[config.mk]
export PLATFORM = sky130hd
export DESIGN_NAME = ro_meas_ctrl_flat
export DESIGN_NICKNAME = d
export VERILOG_FILES = /design/src/rtl/ro_meas_ctrl_if.sv /design/src/rtl/ro_meas_ctrl.sv /design/src/flat_wrapper.sv
export SDC_FILE = /design/constraint.sdc
export NUM_CORES = 1
export LEC_CHECK = 0
export CORE_UTILIZATION = 43
export DETAILED_ROUTE_END_ITERATION = 10
export SLEW_MARGIN = 40
export SYNTH_ARGS = -nofsm -noshare
export SYNTH_HDL_FRONTEND = slang
export SYNTH_SLANG_ARGS = --single-unit
[constraint.sdc]
create_clock -name clk -period 4.3 [get_ports clk]
set_input_delay 0.645 -clock clk [delete_from_list [all_inputs] [get_ports clk]]
set_output_delay 0.645 -clock clk [all_outputs]
set_load 0.02 [all_outputs]
[src/rtl/ro_meas_ctrl_if.sv]
// Control/result bundle of the ring-oscillator measurement controller.
interface ro_meas_ctrl_if #(
  parameter int WIN_W = 16,
  parameter int CNT_W = 16
);
  logic             start;
  logic             abort;
  logic [WIN_W-1:0] window_len;
  logic             busy;
  logic             done;
  logic [CNT_W-1:0] count;
  logic             overflow;

  modport master (
    output start, abort, window_len,
    input  busy, done, count, overflow
  );

  modport slave (
    input  start, abort, window_len,
    output busy, done, count, overflow
  );
endinterface

[src/rtl/ro_meas_ctrl.sv]
// Ring-oscillator measurement controller: gates the oscillator, counts divider-tap edges over a window.
// Define RO_MEAS_AVG_EN to average four back-to-back windows per start.
module ro_meas_ctrl #(
  parameter int WIN_W       = 16,
  parameter int CNT_W       = 16,
  parameter int SYNC_STAGES = 2,
  parameter int WARMUP      = 4
) (
  input  logic           clk,
  input  logic           rst,
  input  logic           ro_tick,
  output logic           ro_en,
  ro_meas_ctrl_if.slave  bus
);

  typedef enum logic [2:0] {S_IDLE, S_WARM, S_MEAS, S_DRAIN, S_DONE} state_t;

  localparam logic [WIN_W-1:0] L_ONE      = WIN_W'(1);
  localparam logic [WIN_W-1:0] WARM_LAST  = WIN_W'(WARMUP - 1);
  localparam logic [WIN_W-1:0] DRAIN_LAST = WIN_W'(SYNC_STAGES - 1);

  state_t                 r_state, w_state_nxt;
  logic [WIN_W-1:0]       r_len, r_tmr;
  logic [SYNC_STAGES-1:0] r_sync;
  logic                   r_prev;
  logic [CNT_W-1:0]       r_edge, r_count;
  logic                   r_sat, r_ovf, r_done;
  logic                   w_rise, w_tmr_clr, w_win_end;
  logic [CNT_W-1:0]       w_edge_nxt;
  logic                   w_sat_nxt;
`ifdef RO_MEAS_AVG_EN
  logic [CNT_W+1:0]       r_acc;
  logic [1:0]             r_win;
`endif

  assign w_rise    = r_sync[SYNC_STAGES-1] & ~r_prev;
  assign w_win_end = (r_state == S_MEAS) && (r_tmr == r_len - L_ONE);

  always_ff @(posedge clk or posedge rst) begin
    if (rst) begin
      r_sync <= '0;
      r_prev <= 1'b0;
    end else begin
      r_sync <= {r_sync[SYNC_STAGES-2:0], ro_tick};
      r_prev <= r_sync[SYNC_STAGES-1];
    end
  end

  always_comb begin
    w_edge_nxt = r_edge;
    w_sat_nxt  = r_sat;
    if (r_state == S_MEAS && w_rise) begin
      if (r_edge == '1) w_sat_nxt  = 1'b1;
      else              w_edge_nxt = r_edge + CNT_W'(1);
    end
  end

  always_ff @(posedge clk or posedge rst) begin
    if (rst) r_state <= S_IDLE;
    else     r_state <= w_state_nxt;
  end

  // DRAIN holds SYNC_STAGES cycles; the DONE cycle completes the settle period and the
  // registered done/count appear on the exit edge, when the FSM is already back in IDLE.
  always_comb begin
    w_state_nxt = r_state;
    w_tmr_clr   = 1'b0;
    case (r_state)
      S_IDLE: if (bus.start) begin
        w_state_nxt = S_WARM;
        w_tmr_clr   = 1'b1;
      end
      S_WARM: if (r_tmr == WARM_LAST) begin
        w_state_nxt = (r_len == '0) ? S_DRAIN : S_MEAS;
        w_tmr_clr   = 1'b1;
      end
      S_MEAS: if (w_win_end) begin
        w_tmr_clr = 1'b1;
`ifdef RO_MEAS_AVG_EN
        if (r_win == 2'd3) w_state_nxt = S_DRAIN;
`else
        w_state_nxt = S_DRAIN;
`endif
      end
      S_DRAIN: if (r_tmr == DRAIN_LAST) begin
        w_state_nxt = S_DONE;
        w_tmr_clr   = 1'b1;
      end
      S_DONE:  w_state_nxt = S_IDLE;
      default: w_state_nxt = S_IDLE;
    endcase
    if (bus.abort && r_state != S_IDLE) w_state_nxt = S_IDLE;
  end

  always_ff @(posedge clk or posedge rst) begin
    if (rst)            r_tmr <= '0;
    else if (w_tmr_clr) r_tmr <= '0;
    else                r_tmr <= r_tmr + L_ONE;
  end

  always_ff @(posedge clk or posedge rst) begin
    if (rst) begin
      r_len   <= '0;
      r_edge  <= '0;
      r_sat   <= 1'b0;
      r_count <= '0;
      r_ovf   <= 1'b0;
      r_done  <= 1'b0;
`ifdef RO_MEAS_AVG_EN
      r_acc   <= '0;
      r_win   <= '0;
`endif
    end else begin
      r_done <= 1'b0;
      if (r_state == S_IDLE && bus.start) begin
        r_len  <= bus.window_len;
        r_edge <= '0;
        r_sat  <= 1'b0;
`ifdef RO_MEAS_AVG_EN
        r_acc  <= '0;
        r_win  <= '0;
`endif
      end else if (r_state == S_MEAS) begin
        r_sat <= w_sat_nxt;
`ifdef RO_MEAS_AVG_EN
        if (w_win_end) begin
          r_acc  <= r_acc + {2'b00, w_edge_nxt};
          r_edge <= '0;
          r_win  <= r_win + 2'd1;
        end else begin
          r_edge <= w_edge_nxt;
        end
`else
        r_edge <= w_edge_nxt;
`endif
      end
      if (r_state == S_DONE && !bus.abort) begin
        r_done  <= 1'b1;
        r_ovf   <= r_sat;
`ifdef RO_MEAS_AVG_EN
        r_count <= r_acc[CNT_W+1:2];
`else
        r_count <= r_edge;
`endif
      end
    end
  end

  assign ro_en        = (r_state == S_WARM) || (r_state == S_MEAS);
  assign bus.busy     = (r_state != S_IDLE);
  assign bus.done     = r_done;
  assign bus.count    = r_count;
  assign bus.overflow = r_ovf;

endmodule

[src/flat_wrapper.sv]
// flat-port wrapper written by rule: the top's interface ports become plain ports
module ro_meas_ctrl_flat 
#(
  parameter int WIN_W       = 16,
  parameter int CNT_W       = 16,
  parameter int SYNC_STAGES = 2,
  parameter int WARMUP      = 4
)
  (clk, rst, ro_tick, ro_en, bus_start, bus_abort, bus_window_len, bus_busy, bus_done, bus_count, bus_overflow);
  ro_meas_ctrl_if #(.WIN_W(WIN_W), .CNT_W(CNT_W)) bus_i ();
  input  logic clk;
  input  logic rst;
  input  logic ro_tick;
  output logic ro_en;
  input wire logic [$bits(bus_i.start)-1:0] bus_start;
  input wire logic [$bits(bus_i.abort)-1:0] bus_abort;
  input wire logic [$bits(bus_i.window_len)-1:0] bus_window_len;
  output wire logic [$bits(bus_i.busy)-1:0] bus_busy;
  output wire logic [$bits(bus_i.done)-1:0] bus_done;
  output wire logic [$bits(bus_i.count)-1:0] bus_count;
  output wire logic [$bits(bus_i.overflow)-1:0] bus_overflow;
  assign bus_i.start = bus_start;
  assign bus_i.abort = bus_abort;
  assign bus_i.window_len = bus_window_len;
  assign bus_busy = bus_i.busy;
  assign bus_done = bus_i.done;
  assign bus_count = bus_i.count;
  assign bus_overflow = bus_i.overflow;
  ro_meas_ctrl #(.WIN_W(WIN_W), .CNT_W(CNT_W), .SYNC_STAGES(SYNC_STAGES), .WARMUP(WARMUP)) u_core (.clk(clk), .rst(rst), .ro_tick(ro_tick), .ro_en(ro_en), .bus(bus_i));
endmodule
* Yosys cells after proc, flatten, opt, wreduce, memory -nomap -nowiden
Index checks and enable logic that the tools add are counted.
** Storage, ports and cells
- Input bits :: 21
- Logic and storage cells :: 66
- Flip-flop bits (word level) :: 73
** Operators by class
- Reduce and logical (&&, ||, !) cells :: 16
- Bitwise logic cells :: 2
- Multiplexer cells :: 22
- Add/sub/neg operators :: 3
- Equal/unequal tests :: 13
** Operators by type and width (count)
- $mux W16 :: 5
- $add A16 B1 Y16 const B :: 2
- $eq A16 B1 Y1 const B :: 1
- $eq A16 B16 Y1 :: 1
- $eq A16 B16 Y1 const B :: 1
- $eq A16 B2 Y1 const B :: 1
- $logic_not A16 Y1 :: 1
- $sub A16 B1 Y16 const B :: 1
- $mux W3 :: 5
- $pmux W3 S4 :: 1
- $mux W1 :: 10
- $eq A3 B2 Y1 const B :: 2
- $ne A3 B1 Y1 const B :: 2
- $ne A3 B2 Y1 const B :: 2
- $reduce_and A3 Y1 :: 2
- $reduce_bool A2 Y1 :: 3
- $logic_and A1 B1 Y1 :: 5
- $pmux W1 S4 :: 1
- $reduce_and A4 Y1 :: 1
- $eq A3 B1 Y1 const B :: 1
- $eq A3 B3 Y1 const B :: 1
- $logic_not A3 Y1 :: 1
- $reduce_bool A3 Y1 :: 1
- $ne A2 B2 Y1 const B :: 1
- other kinds (4) :: 4

* Logic depth before layout (Yosys ltp)
Gate-level depths: netlist (run 1).
- Word-level depth :: 6
- Depth in mapped cells :: 10
- Depth with buffers taken out :: 8

* Least setup slack after synthesis (run 1)
No wires, ideal clock.
- Path type :: register to register
- Start :: reg u_core.r_len[2]
- End :: reg u_core.r_tmr[10]
- Data arrival time :: 2.175 ns
- Required time :: 4.176 ns
- Library setup time :: 0.124 ns
- Period minus slack after synthesis :: 2.299 ns
- Cell stages (with the launch flop) :: 8
- Path slack :: 2.001 ns
- Path buffers :: 1
- Cell sequence :: dfrtp_1 -> nor4_4 -> nand4_2 -> or4_1 -> o311a_2 -> a211oi_4 -> buf_6 -> a21oi_1
** On the way
- Word-level cells in the longest chain between the ends :: 6
** RTL lines
- from (decl) :: line ro_meas_ctrl.sv:23 : logic [WIN_W-1:0] r_len, r_tmr;
- from (signal assigned) :: line ro_meas_ctrl.sv:116 : r_len <= bus.window_len;
- $sub A16 B1 Y16 :: line ro_meas_ctrl.sv:37 : assign w_win_end = (r_state == S_MEAS) && (r_tmr == r_len - L_ONE);
- $eq A16 B16 Y1 :: line ro_meas_ctrl.sv:37
- $logic_and A1 B1 Y1 :: line ro_meas_ctrl.sv:37
- $mux W1 :: line ro_meas_ctrl.sv:77 : S_MEAS: if (w_win_end) begin
- $pmux W1 S4 :: line ro_meas_ctrl.sv:68 : case (r_state)
- $mux W16 :: line ro_meas_ctrl.sv:97 : else if (w_tmr_clr) r_tmr <= '0;
- to (signal assigned) :: line ro_meas_ctrl.sv:98 : else r_tmr <= r_tmr + L_ONE;
- to (decl) :: line ro_meas_ctrl.sv:23
Every way passes these cells.
A chain may end at the register's enable or synchronous reset.

* Worst setup path in the final report (run 1)
- Start :: reg u_core.r_len[2]
- End :: reg u_core.r_state[0]
** On the way
- Word-level cells in the longest chain between the ends :: 5
- Elaborated cells on any way between the ends :: 10
- Classes of those cells :: 1 x add/sub; 2 x eq/ne; 4 x mux; 3 x reduce/logical
** RTL lines
- $sub A16 B1 Y16 or $logic_not A16 Y1 (tied branches) :: line ro_meas_ctrl.sv:37, ro_meas_ctrl.sv:74
- $eq A16 B16 Y1 or $mux W1 (tied branches) :: line ro_meas_ctrl.sv:37, ro_meas_ctrl.sv:74
- $logic_and A1 B1 Y1 or $mux W3 (tied branches) :: line ro_meas_ctrl.sv:37, ro_meas_ctrl.sv:73
- $ne A3 B2 Y1 (no line) or $pmux W3 S4 (tied branches)
- $reduce_and A4 Y1 (no line) or $mux W3 (tied branches)
- to (signal assigned) :: line ro_meas_ctrl.sv:60 : else r_state <= w_state_nxt;
- to (decl) :: line ro_meas_ctrl.sv:22 : state_t r_state, w_state_nxt;
Several ways; a longest one is shown, not always the timed one. The select of a mux whose other input is x is not followed.

==> out/metrics.yaml, run 1 <==
final_layout:
  fin_nets: 441
  utilization_pct: 52.8
  final_area_um2: 4610
  drive_above_1_share_pct: 16.2
  syn_to_final_growth_pct: 19.2
  antenna_cells: 0
  stdcell_count: 529
critical_path:
  worstPathCellList: "nor4_4 > nand4_2 > or4_1 > o311a_2 > a211oi_4 > a31o_2"
  cp.required_ns: 4.59
  critical_path.max_stage_delay_ns: 0.64
  cp-startpoint: "u_core.r_len[2]"
  cp_max_fo: 17
  r2r-start: "u_core.r_len[2]"
  critical_path_class: "flop to flop"
  worstSetupEndpointType: "flop"
  worst_path_max_delay_cell: "a211oi_4"
  worst-path-buf-inv: 0
  cp.arrival_ns: 3.12
  path_delay_family: "simple AND/OR/NAND/NOR gates"
  start_kind: "flop"
power_and_ir_drop:
  ir_worst_vdd_uv: 171
  power_density_nw_per_um2: 480
  p_leak_nw: 1.94
cts:
  cts_root_buf: "clkbuf_8"
  clk_latency_ns: 0.35
  numCtsBuffers: 9
  htree_levels: 3
  postCtsSetupBuffers: 0
  cts_tree: "yes"
  cts_buffer_depth: 2
  cts.hold.buffers_added: 0
  clk_pin_slew_ns: 0.08
  post_cts_resized: 0
  clock-sinks: 73
worst_hold_path:
  hold_path.startpoint: "u_core.r_sync[0]"
  hp-class: "flop to flop"
place:
  gp_congestion: 0.816
  dp.cells: 513
  post_dp_cell_area_um2: 4400
  post-place-ws_ns: 1.49
  io_buffers: 40
  dp_hpwl_mm: 5.56
die:
  dieArea_um2: 9370
  io_pins: 41
  dieHeight_um: 96.8
  fp-row-count: 34
  core_area_um2: 8720
  fp.dieW_um: 96.8
  start_util_pct: 44.3
drt:
  drc_errors: 0
  routedWlPerCell_um: 15.1
  drtAntennaViolNets: 0
  via_per_inst: 5.49
  via_count: 2906
  first_pass_iters: 4
  initialDrtViolationCount: 116
  routed_wl_mm: 7.96
grt:
  antenna_found_initial: 0
  top_usage_layer: "met2"
  grt_start_max_net_pins: 42
  grt_overflow: 0
  track_usage_pct: 18.1
  met1_usage_pct: 23.7
  grt_pass1_vias: 2778
  grt_pass1_wl_mm: 13.6
  grtUsageMet2_pct: 29.4
  use_met3_pct: 4.70
synth:
  syn_nets: 399
  syn_avg_cell_area_um2: 10.3
  ys_ff_latch: 73
  postSynthCellCount: 374
  yosysUniqueCellTypes: 53
  synth-edff-count: 0
  ys.flop_type: "dfrtp_1"
  ys_seq_area_share_pct: 47.3
  synth_area_um2: 3860
  ys_warn_count: 0
  synthArstFlopShare_pct: 100
sta:
  finalMaxSlewViolations: 0
  fin_skew_ns: 0.00874
  fin_setup_tns_ns: 0
  rsz0062_at_grt: "false"
  layout_min_cycle_time_ns: 2.83
  relSlewSlack_pct: 46.9
  hold_violations: 0
  worst_slew_pin_slew_ns: 0.794
  finalSetupViolations: 0
  fin_crit_sh_pct: 65.7
  final.setup.worst_slack_ns: 1.47
  fmax_ghz: 0.354
flow_run:
  cap_violations: 0
outcome:
  outcome: "complete, no violations"
-- state kept, by name, indices dropped and copies added (netlist names) --
register	flops
u_core.r_sync	2
u_core.bus.overflow	1
u_core.r_tmr	16
u_core.r_len	16
u_core.r_prev	1
u_core.bus.done	1
u_core.bus.count	16
u_core.r_state	3
u_core.r_edge	16
u_core.r_sat	1
-- Yosys cell counts, drive strengths merged (2+ instances only) --
master   n  area [um^2]
dfrtp   73         1830
mux2    31          349
nand2   30          113
xnor2   27          236
a21oi   26          134
nor2    26         97.6
inv     13         48.8
nand3   13         70.1
o21ai   13         65.1
xor2    13          114
nor3    12         65.1
or3     10         62.6
clkbuf   9         33.8
and3     8         50.1
nand4    7         50.1
nor4     7         58.8
and4     5         43.8
buf      5         30.0
nor4b    5         50.0
ha       4         50.1
mux2i    4         40.0
or4      4         30.0
nand2b   3         18.8
nor2b    3         18.8
a31o     2         17.5
a31oi    2         12.5
-- final cells by class --
type	instances	area, um^2
fill	776	4120
clock inverter	7	78.8
sequential	73	1830
timing repair buffer	45	438
inverter	13	51.3
tap	108	135
clock buffer	9	124
multi-input combinational	274	1950
-- kinds of logic (layout without fill, tap and decap cells) --
family / count (synthesis) / count (layout) / synth area share (%)
multiplexers: 35 / 35 / 10.1
adder cells (fa/ha/maj): 4 / 4 / 1.29
XOR/XNOR: 40 / 40 / 9.06
AND/OR/NAND/NOR: 138 / 138 / 19.8
AO/OA/AOI/OAI: 57 / 57 / 9.62
buffers and inverters: 27 / 74 / 2.91
flip-flops: 73 / 73 / 47.3
-- where the power goes --
part           internal, mW  total (mW)  switching (mW)
clock                 0.274       0.547           0.274
sequential            0.788       0.979           0.191
combinational         0.338       0.682           0.344
-- layer usage --
layer  wire (um)  vias to the layer above
met5           0                        -
met4         104                        0
met3         288                       12
met2        3940                       46
met1        3630                     1428
li1            -                     1420
-- cell usage in the layout (no fill, tap or decap), types with 2 or more instances in the layout --
| master | instances |
|---|---|
| xnor2_1 | 27 |
| nand2_1 | 30 |
| or4_1 | 4 |
| nor2_1 | 25 |
| clkdlybuf4s50_1 | 40 |
| a21oi_1 | 25 |
| and4_1 | 5 |
| and3_1 | 8 |
| nor3_1 | 11 |
| mux2_2 | 31 |
| clkinv_4 | 3 |
| dfrtp_1 | 73 |
| or3_1 | 10 |
| inv_6 | 2 |
| mux2i_1 | 4 |
| o21ai_0 | 13 |
| clkbuf_8 | 9 |
| a31o_2 | 2 |
| nor4b_1 | 4 |
| nand3_1 | 12 |
| buf_4 | 5 |
| xor2_1 | 13 |
| nor4_1 | 6 |
| nor2b_1 | 3 |
| ha_1 | 4 |
| a31oi_1 | 2 |
| nand4_1 | 6 |
| inv_1 | 12 |
| nand2b_1 | 3 |
-- through the flow --
stage | power (mW) | hold slack, ns
floorplan | 1.48 | 0.331
global placement | 1.66 | 0.339
detailed placement | 1.68 | 0.352
CTS | 2.24 | 0.376
global route | 2.37 | 0.391
finish | 2.21 | 0.372
-- worst paths after layout --
| path | endpoint | slack [ns] | depth (start not counted) |
|---|---|---|---|
| setup / recovery | u_core.r_state[0] | 1.47 | 6 |
| hold / removal | u_core.r_sync[1] | 0.37 | 0 |
| setup reg to reg | u_core.r_state[0] | 1.47 | 6 |
| hold reg to reg | u_core.r_sync[1] | 0.37 | 0 |
| max in group asynchronous | u_core.r_len[4] | 2.81 | 3 |
| min in group asynchronous | u_core.bus.count[11] | 0.69 | 2 |
Note: power is estimated with default switching activity, not from simulation.
==> inputs of run 2 (changes only) <==
- clock period: 4.3 -> 2.9 ns (I/O delays scaled with it)
==> out/metrics.yaml, run 2 (synthesis results as in run 1) <==
outcome:
  outcome: "complete, no violations"
sta:
  final.setup.worst_slack_ns: 0.379  # -1.10 ns
  fin_skew_ns: 0.0103  # +0.00153 ns
  fin_crit_sh_pct: 86.9  # +21 points
  hold_violations: 0  # unchanged
  worst_slew_pin_slew_ns: 0.667  # -0.127 ns
  finalSetupViolations: 0  # unchanged
  fin_setup_tns_ns: 0  # unchanged
  relSlewSlack_pct: 55.4  # +8.5 points
  finalMaxSlewViolations: 0  # unchanged
  fmax_ghz: 0.397  # +12%
  rsz0062_at_grt: "false"
  layout_min_cycle_time_ns: 2.52  # -0.304 ns
cts:
  cts_buffer_depth: 2  # unchanged
  htree_levels: 3  # unchanged
  clock-sinks: 73  # unchanged
  postCtsSetupBuffers: 0  # unchanged
  clk_pin_slew_ns: 0.08  # about the same
  clk_latency_ns: 0.36  # about the same
  numCtsBuffers: 9  # unchanged
  cts_root_buf: "clkbuf_8"
  post_cts_resized: 0  # unchanged
  cts.hold.buffers_added: 0  # unchanged
  cts_tree: "yes"
grt:
  grt_overflow: 0  # unchanged
  grt_pass1_wl_mm: 14.0  # +2.8%
  antenna_found_initial: 0  # unchanged
  grt_start_max_net_pins: 51  # +21%
  grt_pass1_vias: 2869  # +3.3%
  track_usage_pct: 18.4  # +0.32 points
critical_path:
  cp.required_ns: 3.18  # -1.41 ns
  start_kind: "flop"
  worst_path_max_delay_cell: "dfrtp_1"
  critical_path.max_stage_delay_ns: 0.51  # -0.13 ns
  worstPathCellList: "or3b_1 > nor3b_1 > o21a_1 > nand3_2 > or3_1 > a21oi_1"
  path_delay_family: "simple AND/OR/NAND/NOR gates"
  cp.arrival_ns: 2.80  # -0.32 ns
  worst-path-buf-inv: 0  # unchanged
  worstSetupEndpointType: "flop"
  critical_path_class: "flop to flop"
  cp_max_fo: 9  # -8
final_layout:
  antenna_cells: 0  # unchanged
  drive_above_1_share_pct: 16.7  # +0.55 points
  utilization_pct: 53.7  # +0.89 points
  layout.cells.most_common: "dfrtp_1"
  layout_common_cells: "73 x dfrtp_1, 40 x clkdlybuf4s50_1, 31 x mux2_2, 30 x nand2_1, 27 x xnor2_1"
  fin_nets: 445  # +0.91%
  syn_to_final_growth_pct: 21.2
power_and_ir_drop:
  p_leak_nw: 1.98  # +2.2%
  ir_worst_vdd_uv: 260  # +53%
  power_density_nw_per_um2: 746  # +56%
  report.power.total_mw: 3.49  # +58%
die:
  dieHeight_um: 96.8  # unchanged
  dieArea_um2: 9370  # unchanged
  fp.dieW_um: 96.8  # unchanged
  start_util_pct: 44.3  # unchanged
  io_pins: 41  # unchanged
  fp-row-count: 34  # unchanged
  core_area_um2: 8720  # unchanged
drt:
  routedWlPerCell_um: 15.2  # +1.1%
  drc_errors: 0  # unchanged
  via_per_inst: 5.50  # +0.17%
  first_pass_iters: 4  # unchanged
  via_count: 2933  # +0.93%
  drtAntennaViolNets: 0  # unchanged
  routed_wl_mm: 8.11  # +1.8%
  initialDrtViolationCount: 155  # +34%
place:
  dp_hpwl_mm: 5.74  # +3.2%
  io_buffers: 40  # unchanged
  post-place-ws_ns: 0.379  # -1.11 ns
  gp_congestion: 0.814  # -0.33%
worst_hold_path:
  hp-class: "flop to flop"
flow_run:
  cap_violations: 0  # unchanged
## run 2: worst paths after layout
kind | from | endpoint | slack (ns) | cells after the start
min in group asynchronous | rst | u_core.bus.count[0] | 0.42 | 2
hold reg to reg | u_core.r_sync[0] | u_core.r_sync[1] | 0.36 | 0
max in group asynchronous | rst | u_core.r_len[2] | 1.83 | 3
setup reg to reg | u_core.r_state[0] | u_core.r_edge[8] | 0.38 | 6
hold / removal | u_core.r_sync[0] | u_core.r_sync[1] | 0.36 | 0
setup / recovery | u_core.r_state[0] | u_core.r_edge[8] | 0.38 | 6
## run 2: cell type report
cell class                 instances  area [um^2]
fill                             785         4040
multi-input combinational        274         1940
sequential                        73         1830
timing repair buffer              49          480
tap                              108          135
clock inverter                     7          125
clock buffer                       9          124
inverter                          13         48.8
## run 2: report_power, final
group | internal, mW | switching (mW)
Sequential | 1.17 | 0.258
Combinational | 0.523 | 0.537
Clock | 0.582 | 0.424
Total | 2.27 | 1.22
## run 2: metrics by stage
step / std cells / hold WS, ns / area [um^2]
6_report: 533 / 0.365 / 4680
5_1_grt: 533 / 0.387 / 4680
3_3_place_gp: 517 / 0.342 / 4430
2_1_floorplan: 374 / 0.331 / 3860
4_1_cts: 533 / 0.367 / 4680
3_5_place_dp: 517 / 0.348 / 4430
## run 2: routing by layer
layer	wire length, um	track usage [%]
met4	119	6.89
met5	0	0
met1	3700	23.6
met3	194	3.18
met2	4090	31.2
==> inputs of run 3 (changes only) <==
- TNS_END_PERCENT: unset -> 100
==> results of run 3 <==
No change in the layout: final DEF, timing and power equal those of run 2.
